--- src/rtl/pwm_servo_scheduler_pkg.sv ---
// pwm_pkg: state type and default sizing shared by the servo PWM scheduler.
package pwm_pkg;

    typedef enum logic [1:0] {
        IDLE = 2'd0,
        RUN  = 2'd1,
        STOP = 2'd2
    } pwm_state_e;

    localparam int DEF_NUM_CH    = 4;
    localparam int DEF_PERIOD    = 200000;
    localparam int DEF_CNT_W     = 18;
    localparam int DEF_MIN_PULSE = 10000;
    localparam int DEF_MAX_PULSE = 20000;

    // Channel-select width; a single channel still needs one bit.
    function automatic int ch_w(input int n);
        return (n > 1) ? $clog2(n) : 1;
    endfunction

endpackage

--- src/rtl/pwm_servo_scheduler_if.sv ---
// Command port of the servo PWM scheduler: valid/ready write of one
// channel width, plus a pulse flagging commands aimed at no channel.
interface pwm_servo_scheduler_if
    import pwm_pkg::*;
#(
    parameter int CH_W  = ch_w(DEF_NUM_CH),
    parameter int CNT_W = DEF_CNT_W
);

    logic             cmd_valid;
    logic             cmd_ready;
    logic [CH_W-1:0]  cmd_ch;
    logic [CNT_W-1:0] cmd_width;
    logic             cmd_err;

    modport master (
        output cmd_valid,
        output cmd_ch,
        output cmd_width,
        input  cmd_ready,
        input  cmd_err
    );

    modport slave (
        input  cmd_valid,
        input  cmd_ch,
        input  cmd_width,
        output cmd_ready,
        output cmd_err
    );

endinterface

--- src/rtl/pwm_servo_scheduler_counter.sv ---
// pwm_period_counter: shared period counter, wraps at PERIOD-1 only.
// clear forces zero, hold freezes the count.
module pwm_period_counter
    import pwm_pkg::*;
#(
    parameter int PERIOD = DEF_PERIOD,
    parameter int CNT_W  = DEF_CNT_W
) (
    input  logic             clk,
    input  logic             reset,
    input  logic             clear,
    input  logic             hold,
    output logic [CNT_W-1:0] cnt,
    output logic             last
);

    localparam logic [CNT_W-1:0] LAST_CNT = CNT_W'(PERIOD - 1);

    assign last = (cnt == LAST_CNT);

    always_ff @(posedge clk) begin
        if (reset || clear) begin
            cnt <= '0;
        end else if (!hold) begin
            cnt <= last ? '0 : cnt + CNT_W'(1);
        end
    end

endmodule

--- src/rtl/pwm_servo_scheduler.sv ---
// Multi-channel servo PWM with shadow->active commit at period boundaries.
// Define PWM_CLAMP_EN to clamp nonzero widths to [MIN_PULSE, MAX_PULSE].
module pwm_servo_scheduler
    import pwm_pkg::*;
#(
    parameter int NUM_CH    = DEF_NUM_CH,
    parameter int PERIOD    = DEF_PERIOD,
    parameter int CNT_W     = DEF_CNT_W,
    parameter int MIN_PULSE = DEF_MIN_PULSE,
    parameter int MAX_PULSE = DEF_MAX_PULSE
) (
    input  logic                   clk,
    input  logic                   reset,
    input  logic                   enable,
    pwm_servo_scheduler_if.slave   cmd,
    output logic                   period_start,
    output logic [NUM_CH-1:0]      pwm_out
);

`ifdef PWM_CLAMP_EN
    localparam bit CLAMP_EN = 1'b1;
`else
    localparam bit CLAMP_EN = 1'b0;
`endif

    localparam logic [CNT_W-1:0] LO = CNT_W'(MIN_PULSE);
    localparam logic [CNT_W-1:0] HI = CNT_W'(MAX_PULSE);

    pwm_state_e       state_q;
    pwm_state_e       state_d;
    logic [CNT_W-1:0] cnt;
    logic             last;
    logic             commit;
    logic             accept;
    logic             bad_ch;
    logic [CNT_W-1:0] wdata;
    logic [CNT_W-1:0] shadow [NUM_CH];
    logic [CNT_W-1:0] active [NUM_CH];

    pwm_period_counter #(
        .PERIOD (PERIOD),
        .CNT_W  (CNT_W)
    ) u_cnt (
        .clk    (clk),
        .reset  (reset),
        .clear  (state_q == IDLE && enable),
        .hold   (state_q == IDLE && !enable),
        .cnt    (cnt),
        .last   (last)
    );

    // Blocking the commit cycle keeps shadow writes from racing active.
    assign cmd.cmd_ready = !reset && !(state_q == RUN && last);
    assign accept        = cmd.cmd_valid && cmd.cmd_ready;
    assign bad_ch        = int'(cmd.cmd_ch) >= NUM_CH;
    assign period_start  = (state_q == RUN) && (cnt == '0);

    always_comb begin
        wdata = cmd.cmd_width;
        if (CLAMP_EN && wdata != '0) begin
            if (wdata < LO) begin
                wdata = LO;
            end else if (wdata > HI) begin
                wdata = HI;
            end
        end
    end

    always_ff @(posedge clk) begin
        if (reset) begin
            state_q <= IDLE;
        end else begin
            state_q <= state_d;
        end
    end

    // STOP finishes the period without committing; RUN commits at wrap.
    always_comb begin
        state_d = state_q;
        commit  = 1'b0;
        unique case (state_q)
            IDLE: begin
                if (enable) begin
                    state_d = RUN;
                    commit  = 1'b1;
                end
            end
            RUN: begin
                commit = last;
                if (!enable) begin
                    state_d = last ? IDLE : STOP;
                end
            end
            STOP: begin
                if (enable) begin
                    state_d = RUN;
                end else if (last) begin
                    state_d = IDLE;
                end
            end
            default: state_d = IDLE;
        endcase
    end

    always_ff @(posedge clk) begin
        if (reset) begin
            cmd.cmd_err <= 1'b0;
            pwm_out     <= '0;
            for (int i = 0; i < NUM_CH; i++) begin
                shadow[i] <= '0;
                active[i] <= '0;
            end
        end else begin
            cmd.cmd_err <= accept && bad_ch;
            for (int i = 0; i < NUM_CH; i++) begin
                if (accept && !bad_ch && int'(cmd.cmd_ch) == i) begin
                    shadow[i] <= wdata;
                end
                if (commit) begin
                    active[i] <= shadow[i];
                end
                pwm_out[i] <= (state_q != IDLE) && (cnt < active[i]);
            end
        end
    end

endmodule

--- src/flat_wrapper.sv ---
// flat-port wrapper written by rule: the top's interface ports become plain ports
module pwm_servo_scheduler_flat import pwm_pkg::*;
#(
    parameter int NUM_CH    = DEF_NUM_CH,
    parameter int PERIOD    = DEF_PERIOD,
    parameter int CNT_W     = DEF_CNT_W,
    parameter int MIN_PULSE = DEF_MIN_PULSE,
    parameter int MAX_PULSE = DEF_MAX_PULSE
)
  (clk, reset, enable, period_start, pwm_out, cmd_cmd_valid, cmd_cmd_ch, cmd_cmd_width, cmd_cmd_ready, cmd_cmd_err);
  pwm_servo_scheduler_if #(.CH_W((3)), .CNT_W(CNT_W)) cmd_i ();
  input  logic clk;
  input  logic reset;
  input  logic enable;
  output logic period_start;
  output logic [NUM_CH-1:0] pwm_out;
  input wire logic [$bits(cmd_i.cmd_valid)-1:0] cmd_cmd_valid;
  input wire logic [$bits(cmd_i.cmd_ch)-1:0] cmd_cmd_ch;
  input wire logic [$bits(cmd_i.cmd_width)-1:0] cmd_cmd_width;
  output wire logic [$bits(cmd_i.cmd_ready)-1:0] cmd_cmd_ready;
  output wire logic [$bits(cmd_i.cmd_err)-1:0] cmd_cmd_err;
  assign cmd_i.cmd_valid = cmd_cmd_valid;
  assign cmd_i.cmd_ch = cmd_cmd_ch;
  assign cmd_i.cmd_width = cmd_cmd_width;
  assign cmd_cmd_ready = cmd_i.cmd_ready;
  assign cmd_cmd_err = cmd_i.cmd_err;
  pwm_servo_scheduler #(.NUM_CH(NUM_CH), .PERIOD(PERIOD), .CNT_W(CNT_W), .MIN_PULSE(MIN_PULSE), .MAX_PULSE(MAX_PULSE)) u_core (.clk(clk), .reset(reset), .enable(enable), .cmd(cmd_i), .period_start(period_start), .pwm_out(pwm_out));
endmodule
--- config.mk ---
export PLATFORM = sky130hd
export DESIGN_NAME = pwm_servo_scheduler_flat
export DESIGN_NICKNAME = d
export VERILOG_FILES = /design/src/rtl/pwm_servo_scheduler_pkg.sv /design/src/rtl/pwm_servo_scheduler_if.sv /design/src/rtl/pwm_servo_scheduler_counter.sv /design/src/rtl/pwm_servo_scheduler.sv /design/src/flat_wrapper.sv
export SDC_FILE = /design/constraint.sdc
export NUM_CORES = 1
export LEC_CHECK = 0
export BUFFER_PORTS_ARGS = -buffer_cell sky130_fd_sc_hd__buf_4
export CORE_MARGIN = 3
export CORE_UTILIZATION = 45
export DETAILED_ROUTE_END_ITERATION = 16
export GPL_ROUTABILITY_DRIVEN = 0
export GPL_TIMING_DRIVEN = 1
export SYNTH_ARGS = -nofsm -noshare
export SYNTH_HDL_FRONTEND = slang
export SYNTH_SLANG_ARGS = --single-unit
--- constraint.sdc ---
create_clock -name clk -period 4.4 [get_ports clk]
set_clock_uncertainty 0.2 [all_clocks]
set_input_delay 0 -clock clk [delete_from_list [all_inputs] [get_ports clk]]
set_output_delay 0 -clock clk [all_outputs]
set_load 0.05 [all_outputs]
# After elaboration in Yosys (flattened, before gate mapping)
# Memories as Yosys holds them, arrays and structs flattened.
# Cells that the tools add are included.
[classes] addsub=1 mul=0 div=0 n_lt_le_gt_ge=5 n_eq_ne=9 n_shift=0 mux=34 n_bitwise=8 reduce_logical=26
[op_table] cell="18-bit 2-to-1 mux" n=9
[op_table] cell="18-bit less-than comparator" n=4
[op_table] cell="18-bit by 1-bit adder with 18-bit output, second input constant" n=1
[op_table] cell="18-bit == test, second input constant" n=1
[op_table] cell="18-bit zero test" n=1
[op_table] cell="1-bit 2-to-1 mux" n=18
[op_table] cell="1-bit logical AND" n=16
[op_table] cell="2-bit 2-to-1 mux" n=5
[op_table] cell="1-bit OR" n=8
[op_table] cell="3-bit == test, second input constant" n=2
[op_table] cell="2-bit one-hot mux with 3 select lines" n=1
[op_table] cell="1-bit zero test" n=4
[op_table] cell="2-bit inequality test, second input constant" n=2
[op_table] cell="3-bit by 2-bit == test with 1-bit output, second input constant" n=1
[op_table] cell="3-bit greater-or-equal comparator, second input constant" n=1
[op_table] cell="3-bit zero test" n=1
[op_table] cell="3-bit by 2-bit inequality test with 1-bit output, second input constant" n=1
[op_table] cell="3-bit AND reduction" n=1
[op_table] cell="2-bit by 1-bit == test with 1-bit output, second input constant" n=1
[op_table] cell="2-bit == test, second input constant" n=1
[op_table] cell="2-bit zero test" n=1
[op_table] cell="1-bit one-hot mux with 2 select lines" n=1
[op_table] cell="2-bit nonzero test" n=1
[op_table] cell="1-bit logical OR" n=1
[totals] reg_bits=25 latch_bits=0 ram_bits=144 mem_bits_ro=0 input_bits=25 out_inout_bits=7 elab_cells=89 memories=2
[mem_list] memory="u_core.active" depth=4 word_bits=18 rd=4 rd_clocked_by_memory_dff=0 write_ports=4 line_no="pwm_servo_scheduler.sv:38" rtl="logic [CNT_W-1:0] active [NUM_CH];"
[mem_list] memory="u_core.shadow" depth=4 word_bits=18 rd=4 rd_clocked_by_memory_dff=0 write_ports=4 line_no="pwm_servo_scheduler.sv:37" rtl="logic [CNT_W-1:0] shadow [NUM_CH];"

# Depth between registers and ports, before layout
# Gate-level depths: netlist of run 1.
[logic_depth] ltp_word=11 depth_mapped=7 depth_no_buf=7

# Cells and area by module
# From an unflattened synthesis of run 1, not the netlist that was laid out.
[unflattened] cells_unflattened=676 hier_area_um2=8315.5
[modules_own_cells] module="pwm_servo_scheduler" n_inst=1 cells_per_inst=575 area_per_inst_um2=7407.1
[modules_own_cells] module="pwm_period_counter" n_inst=1 cells_per_inst=101 area_per_inst_um2=908.4

# Worst setup path after synthesis of run 1
# No wires, ideal clock.
[synth_path] path_type="reg-to-reg" start="register u_core.u_cnt.cnt[6]" end="memory u_core.active[0][0] (netlist bit), enable pin" arrival_ns=2.920 required_time_ns=3.768 slack_ns=0.848 path_stages_with_launch=5 n_path_buf=0 cell_sequence="dfxtp_1 > or4_4 > nor3_1 > nand3_1 > nand2_1"
[synth_rtl] item="start: declaration" line_no="pwm_servo_scheduler_counter.sv:13" rtl="output logic [CNT_W-1:0] cnt,"
[synth_rtl] item="start signal: assignment" line_no="pwm_servo_scheduler_counter.sv:25" rtl="cnt <= last ? '0 : cnt + CNT_W'(1);"
[synth_rtl] item="end: declaration" line_no="pwm_servo_scheduler.sv:38"

==> results of run 1 <==
-- area by class of cell --
cell class                      instances  share of cell area
Sequential cell                       169               0.516
Clock inverter                         12             0.00816
Inverter                               75              0.0301
Tap cell                              225              0.0301
Multi-Input combinational cell        437               0.316
Clock buffer                           20              0.0467
Timing Repair Buffer                   57              0.0532
-- critical path: cells and delay by family (launching register included) --
| family | cells | cell delay [ns] |
|---|---|---|
| and+or+nand+nor | 4 | 1.75 |
| DFF | 1 | 0.42 |
| buffers and inverters | 1 | 0.34 |
-- metal layers --
metal,vias to the layer above,GRT usage,share of wire
li1,2566,-,-
met1,2523,0.260,0.48
met5,-,0,0
met4,0,0.0658,0.025
met3,29,0.0406,0.039
met2,121,0.303,0.46
-- metrics by stage --
step / setup WS (ns) / cell area (um2) / utilization / power (uW) / hold WS (ns)
3_3_place_gp: 1.45 / 8610 / 0.491 / 2120 / 0.0341
2_1_floorplan: 0.848 / 8150 / - / 2030 / -0.122
6_report: 1.33 / 9350 / 0.533 / 3430 / 0.141
3_5_place_dp: 1.37 / 8610 / 0.491 / 2130 / 0.0311
4_1_cts: 1.35 / 9350 / 0.533 / 3460 / 0.116
5_1_grt: 1.15 / 9350 / 0.533 / 3560 / 0.129
-- power by group through the flow --
stage,logic [uW],clock network [uW],registers (uW)
floorplan,155,0,1880
global placement,248,0,1870
detailed placement,255,0,1880
CTS,272,1340,1840
global route,301,1410,1850
finish,271,1320,1840
-- registers in the layout, indices dropped and copies added, names as in the netlist --
register / cells
u_core.cmd.cmd_err: 1
u_core.shadow: 72
u_core.active: 72
u_core.pwm_out: 4
u_core.state_q: 2
u_core.u_cnt.cnt: 18
-- how the worst max path moves through the flow --
stage	endpoint	depth (start not counted)	slack, ns
floorplan	u_core.active[0][0]$_SDFFCE_PN0P_	4	0.85
CTS	u_core.active[0][0]$_SDFFCE_PN0P_	5	1.35
detailed placement	u_core.active[0][39]$_SDFFCE_PN0P_	5	1.37
global route	u_core.active[0][18]$_SDFFCE_PN0P_	5	1.15
finish	u_core.active[0][0]$_SDFFCE_PN0P_	5	1.33
global placement	u_core.active[0][37]$_SDFFCE_PN0P_	5	1.45
-- cells by family after synthesis --
kind of cell / Yosys count
xor gates and xnor gates: 18
and+or+nand+nor: 287
AOI/OAI and AO/OA: 62
DFF: 169
buffers and inverters: 92
adders and majority gates: 70
-- synthesized netlist by cell type, drive strengths merged, types with 2 or more instances --
master   number  area share
nand4        18       0.014
and3          2      0.0015
o21ai         8      0.0049
a21o          8      0.0074
nand2        37       0.017
o211a         3      0.0037
a31o          3      0.0032
a211oi        8      0.0074
nand3b        2      0.0018
buf           5      0.0041
xnor2         8      0.0086
and2         73       0.056
edfxtp      144        0.53
nor4          8      0.0080
o2111ai       4      0.0043
ha           70        0.11
dfxtp        25       0.061
nor2         99       0.046
inv          75       0.035
or3b          2      0.0022
or3           2      0.0022
a21oi        20       0.014
nand3        22       0.016
nand2b        5      0.0038
nor2b         3      0.0023
a41oi         3      0.0032
or4           2      0.0023
clkbuf       12      0.0066
xor2         10       0.011
nor3         10      0.0061
-- timing repair --
action	in CTS	in global routing
hold buffers	23	0
hold endpoints to repair	97	0
resized for setup	0	0
==> summary.md, run 1 <==
| Metric | Value |
|---|---|
| Outcome | finished, final reports clean |
| Vias post-DR | between 5,000 and 6,000 |
| Core box area | ~18,000 um2 |
| Average size of a mapped cell | 11.7 um2 |
| Clock share of power | 0.384 |
| Critical path capture point type | flop |
| Xor/xnor share of the synthesized area | 0.0194 |
| Internal power | ~2600 uW |
| Synth Area in Compound Gates | 0.0547 |
| Worst hold path class | in2reg |
| Hold Crit Start | cmd_cmd_valid |
| Synthesized instance count | roughly 700 |
| Layout cell share with drive strength beyond 1 | 0.0987 |
| Slowest stage delay, CP | between 0.6 and 0.7 ns |
| Worst reg2reg path depth | 5 |
| Antenna Nets Post-Route | 0 |
| Power Density | ~370 nW/um2 |
| Max cap viols | 0 |
| WHS Endpoint | u_core.shadow[0][19]$_SDFFCE_PN0P_ |
| Die area | roughly 20,000 um2 |
| Slowest-stage cell, CP | nand2_2 |
| Drt wl/cell | 18.3 um |
| Crit path kind | reg2reg |
| Net Count, Synth | around 800 |
| Initial core utilization | 0.465 |
| Proportion of synthesized area in mux cells | 0 |
| H-tree levels | 4 |
| Chip width | about 140 um |
| Final hold viol count | 0 |
| Ports | 32 |
| Final setup vio count | 0 |
| Drt total wl | 18.2 mm |
| Post-Syn Area | roughly 8100 um2 |
| Initial drt markers | roughly 300 |
| Commonest non-fill, non-tap cell in the layout | edfxtp_1 |
| Simple-gate area share of the yosys netlist | 0.181 |
| Leak Pwr | 0.00381 uW |
| Fin crit share | 0.697 |
| Synth cell types | 45 |
| CP required | roughly 4.3 ns |
| WP data arrival | 2.97 ns |
| Fin nets | ~850 |
| Largest net degree at the start of global routing | between 70 and 80 |
| NetSw | approximately 800 uW |
| Buffers on Ports | 31 |
| Detailed Routing Iterations Pass 1 | 5 |
| Synth Warn # | 0 |
| Maximum vdd drop | about 0.28 mV |
| Antenna violations before repair | 0 |
| Post-synth EDFFs | 144 |
| Worst reg-to-reg setup slack | 1.33 ns |
| Critical R2R Launch | u_core.u_cnt.cnt[12]$_SDFFE_PP0N_ |
| Maximum operating frequency | 326 MHz |
| Clock Root Buffer | clkbuf_16 |
| Vias per inst | 5.27 |
| Synth Area in Adders | 0.108 |
| FF+latch count, synth | 169 |
| Row Count | between 40 and 50 |
| Crit path launch type | flop |
| Comb power frac | 0.079 |
| Hold path cells | 3 |
| Register Area | 4820 um2 |
| Vias in the first global route | approximately 5,400 |
| CTS Buffer Depth | 2 |
| CP cell instances | or3_4 -> nor3b_1 -> nand3_1 -> nand2_2 -> buf_12 |
| Setup bufs post-CTS | 0 |
| Tmin final | 3.07 ns |
| Area of the multi-input gates | between 2000 and 3000 um2 |
| Reg power frac | 0.537 |
| Skew-Pair Late Insertion Delay | 0.42 ns |
| RSZ-0062 raised after global routing | false |
| Tot GR Track Use | 0.190 |
| Largest family of logic cells by synthesized area | simple AND/OR/NAND/NOR gates |
| Post-synth ARST share | 0 |
| CP Max Fanout | 48 |
| Clock slew at reported path FFs | around 0.060 ns |
| Non-filler cells, final | approximately 1,000 |
| Clock sink count | 169 |
| CTS Buf Count | 17 |
| Max-Slew Margin vs Limit | 0.309 |
| Leading register cell type out of synthesis | edfxtp_1 |
| Setup TNS | 0 ns |
| Sw frac | 0.233 |
| DRC Markers | 0 |
| DPL Wire Length | roughly 12 mm |
| Placed instance count | 940 |
| R2R Path End | u_core.active[0][0]$_SDFFCE_PN0P_ |
| Grt ovf | 0 |
| Die Height | about 140 um |
| CTS tree | built |
| Layout Area Growth over Synthesis | 14.8% |
| Max Slew Vio Count | 0 |
| Critical path origin | u_core.u_cnt.cnt[12]$_SDFFE_PP0N_ |
| Most frequent cells in the layout | edfxtp_1, nor2_1, inv_1 |
| Diode count | 0 |
| Post-synthesis sequential area ratio | 0.592 |
| Count of filler cells inserted in the layout | between 1,500 and 2,000 |
| First-pass GRT wire length | 28.9 mm |
| Worst Tran Pin Value | between 1 and 1.5 ns |
Note: power is estimated with default switching activity, not from simulation.
==> run 2, diff against run 1 <==
==> constraint.sdc (replaced) <==
create_clock -name clk -period 2.7 [get_ports clk]
set_clock_uncertainty 0.2 [all_clocks]
set_input_delay 0 -clock clk [delete_from_list [all_inputs] [get_ports clk]]
set_output_delay 0 -clock clk [all_outputs]
set_load 0.05 [all_outputs]
==> summary.md, run 2 (same netlist as run 1, synthesis figures left out) <==
| Metric | Value |
|---|---|
| Tmin final | 2.55 ns (-0.516 ns) |
| Crit path kind | reg2reg |
| Diode count | 0 (unchanged) |
| Commonest non-fill, non-tap cell in the layout | edfxtp_1 |
| Placed instance count | 962 (+2.3%) |
| Fin crit share | 0.945 (+0.248) |
| Critical path capture point type | flop |
| Most frequent cells in the layout | edfxtp_1, nor2_1, inv_1 |
| Die Height | 141 um (unchanged) |
| Leak Pwr | 0.00397 uW (+4.2%) |
| Chip width | 141 um (unchanged) |
| CP cell instances | or4_4 -> nor4_4 -> nand3_2 -> a41o_1 |
| Clock sink count | 169 (unchanged) |
| Row Count | 48 (unchanged) |
| Setup bufs post-CTS | 0 (unchanged) |
| Outcome | finished, final reports clean |
| Drt wl/cell | 17.5 um (-4.4%) |
| Largest net degree at the start of global routing | 73 (unchanged) |
| Drt total wl | 17.8 mm (-2.0%) |
| H-tree levels | 4 (unchanged) |
| Antenna violations before repair | 0 (unchanged) |
| WP data arrival | 2.41 ns (-0.56 ns) |
| Buf/Inv on CP | 0 (-1) |
| Hold slack | 0.146 ns (+0.00484 ns) |
| Final instance area | 9660 um2 (+3.2%) |
| CTS Buf Count | 17 (unchanged) |
| CTS tree | built |
| Vias per inst | 5.15 (-2.2%) |
| Initial core utilization | 0.465 (unchanged) |
| Final setup vio count | 0 (unchanged) |
| Vias post-DR | 5,253 (+0.27%) |
| Top flop regs | u_core.active (72), u_core.shadow (72), u_core.u_cnt.cnt (18) |
| Tot GR Track Use | 0.191 (+0.000625) |
| Detailed Routing Iterations Pass 1 | 4 (-1) |
| DPL Wire Length | 13.0 mm (+4.6%) |
| Skew-Pair Late Insertion Delay | 0.42 ns (about the same) |
| Ports | 32 (unchanged) |
| Worst hold path class | in2reg |
| Core box area | 17,500 um2 (unchanged) |
| Die area | 19,800 um2 (unchanged) |
| Layout Area Growth over Synthesis | 18.5% |
| Maximum operating frequency | 392 MHz (+20%) |
| Setup TNS | 0 ns (unchanged) |
| Slowest-stage cell, CP | a41o_1 |
| RSZ-0062 raised after global routing | false |
| Maximum vdd drop | 0.466 mV (+67%) |
| Top delay family on crit path | simple AND/OR/NAND/NOR gates |
| Non-filler cells, final | 1,020 (+2.5%) |
| Register Area | 4820 um2 (unchanged) |
| Max-Slew Margin vs Limit | 0.473 (+0.164) |
| Max Slew Vio Count | 0 (unchanged) |
| Vias in the first global route | 5,393 (+0.52%) |
| Fin nets | 877 (+2.9%) |
| Buffers on Ports | 31 (unchanged) |
| Count of filler cells inserted in the layout | 1,490 (-2.4%) |
| Layout cell share with drive strength beyond 1 | 0.132 (+0.0334) |
| Initial drt markers | 414 (+35%) |
| Area of the multi-input gates | 2970 um2 (+0.38%) |
| Slowest stage delay, CP | 0.59 ns (-0.02 ns) |
| DRC Markers | 0 (unchanged) |
| Grt ovf | 0 (unchanged) |
| Clock slew at reported path FFs | 0.07 ns (about the same) |
| Antenna Nets Post-Route | 0 (unchanged) |
| Final hold viol count | 0 (unchanged) |
| Clock Root Buffer | clkbuf_16 |
| First-pass GRT wire length | 29.3 mm (+1.5%) |
| Crit path launch type | flop |
| Power Density | 605 nW/um2 (+65%) |
| CP required | 2.56 ns (-1.74 ns) |
| Placed inst area | 8810 um2 (+2.3%) |
| CP Max Fanout | 18 (-63%) |
| Max cap viols | 0 (unchanged) |
| Worst Tran Pin Value | 0.791 ns (-0.243 ns) |
| CTS Buffer Depth | 2 (unchanged) |
| Post-layout power | 5840 uW (+70%) |
-- run 2: cell types whose count changed in the layout (fill, tap and decap cells not counted), moves of 3 or more --
cell,previous run,this run
dlygate4sd3_1,23,26
inv_8,0,3
clkinv_1,3,0
clkinvlp_4,2,5
clkbuf_1,3,0
buf_4,33,53
-- run 2: path summary, 6_finish.rpt --
path,startpoint,endpoint,slack [ns],depth (start not counted)
max,u_core.u_cnt.cnt[15]$_SDFFE_PP0N_,u_core.shadow[0][67]$_SDFFCE_PN0P_,0.15,4
max reg2reg,u_core.u_cnt.cnt[15]$_SDFFE_PP0N_,u_core.shadow[0][67]$_SDFFCE_PN0P_,0.15,4
min reg2reg,u_core.shadow[0][22]$_SDFFCE_PN0P_,u_core.active[0][22]$_SDFFCE_PN0P_,0.32,1
min,enable,u_core.u_cnt.cnt[1]$_SDFFE_PP0N_,0.15,3
-- run 2: report_power, final --
| part | internal, uW | switching, uW |
|---|---|---|
| combinational | 170 | 276 |
| sequential | 2960 | 46.6 |
| clock | 1300 | 1090 |
-- run 2: metal layers --
layer	GRT usage	part of all wire	up-vias
met5	0	0	-
met4	0.0683	0.020	0
met3	0.0399	0.039	27
met2	0.279	0.44	117
met1	0.283	0.51	2502
li1	-	-	2607
-- run 2: worst min-delay path: cells and delay by family --
kind / cells / cell delay (ns)
AOI/OAI and AO/OA: 1 / 0.06
buffers and inverters: 2 / 0.66
-- run 2: layout make-up --
cell class	instances	area share
clock buffer	17	0.0441
clock inverter	15	0.0163
inverter	75	0.0292
multi-input combinational	437	0.307
sequential	169	0.500
tap	225	0.0292
timing repair buffer	82	0.0744
-- run 2: through the flow --
stage	worst slack (ns)	utilization
CTS	0.170	0.551
finish	0.150	0.551
global placement	0.237	0.502
floorplan	0.146	-
global route	0.0513	0.551
detailed placement	0.197	0.502
-- run 2: repair_timing --
item	in CTS	in global routing
gates resized for setup	0	0
hold buffers	26	0
endpoints found under the hold margin	85	0
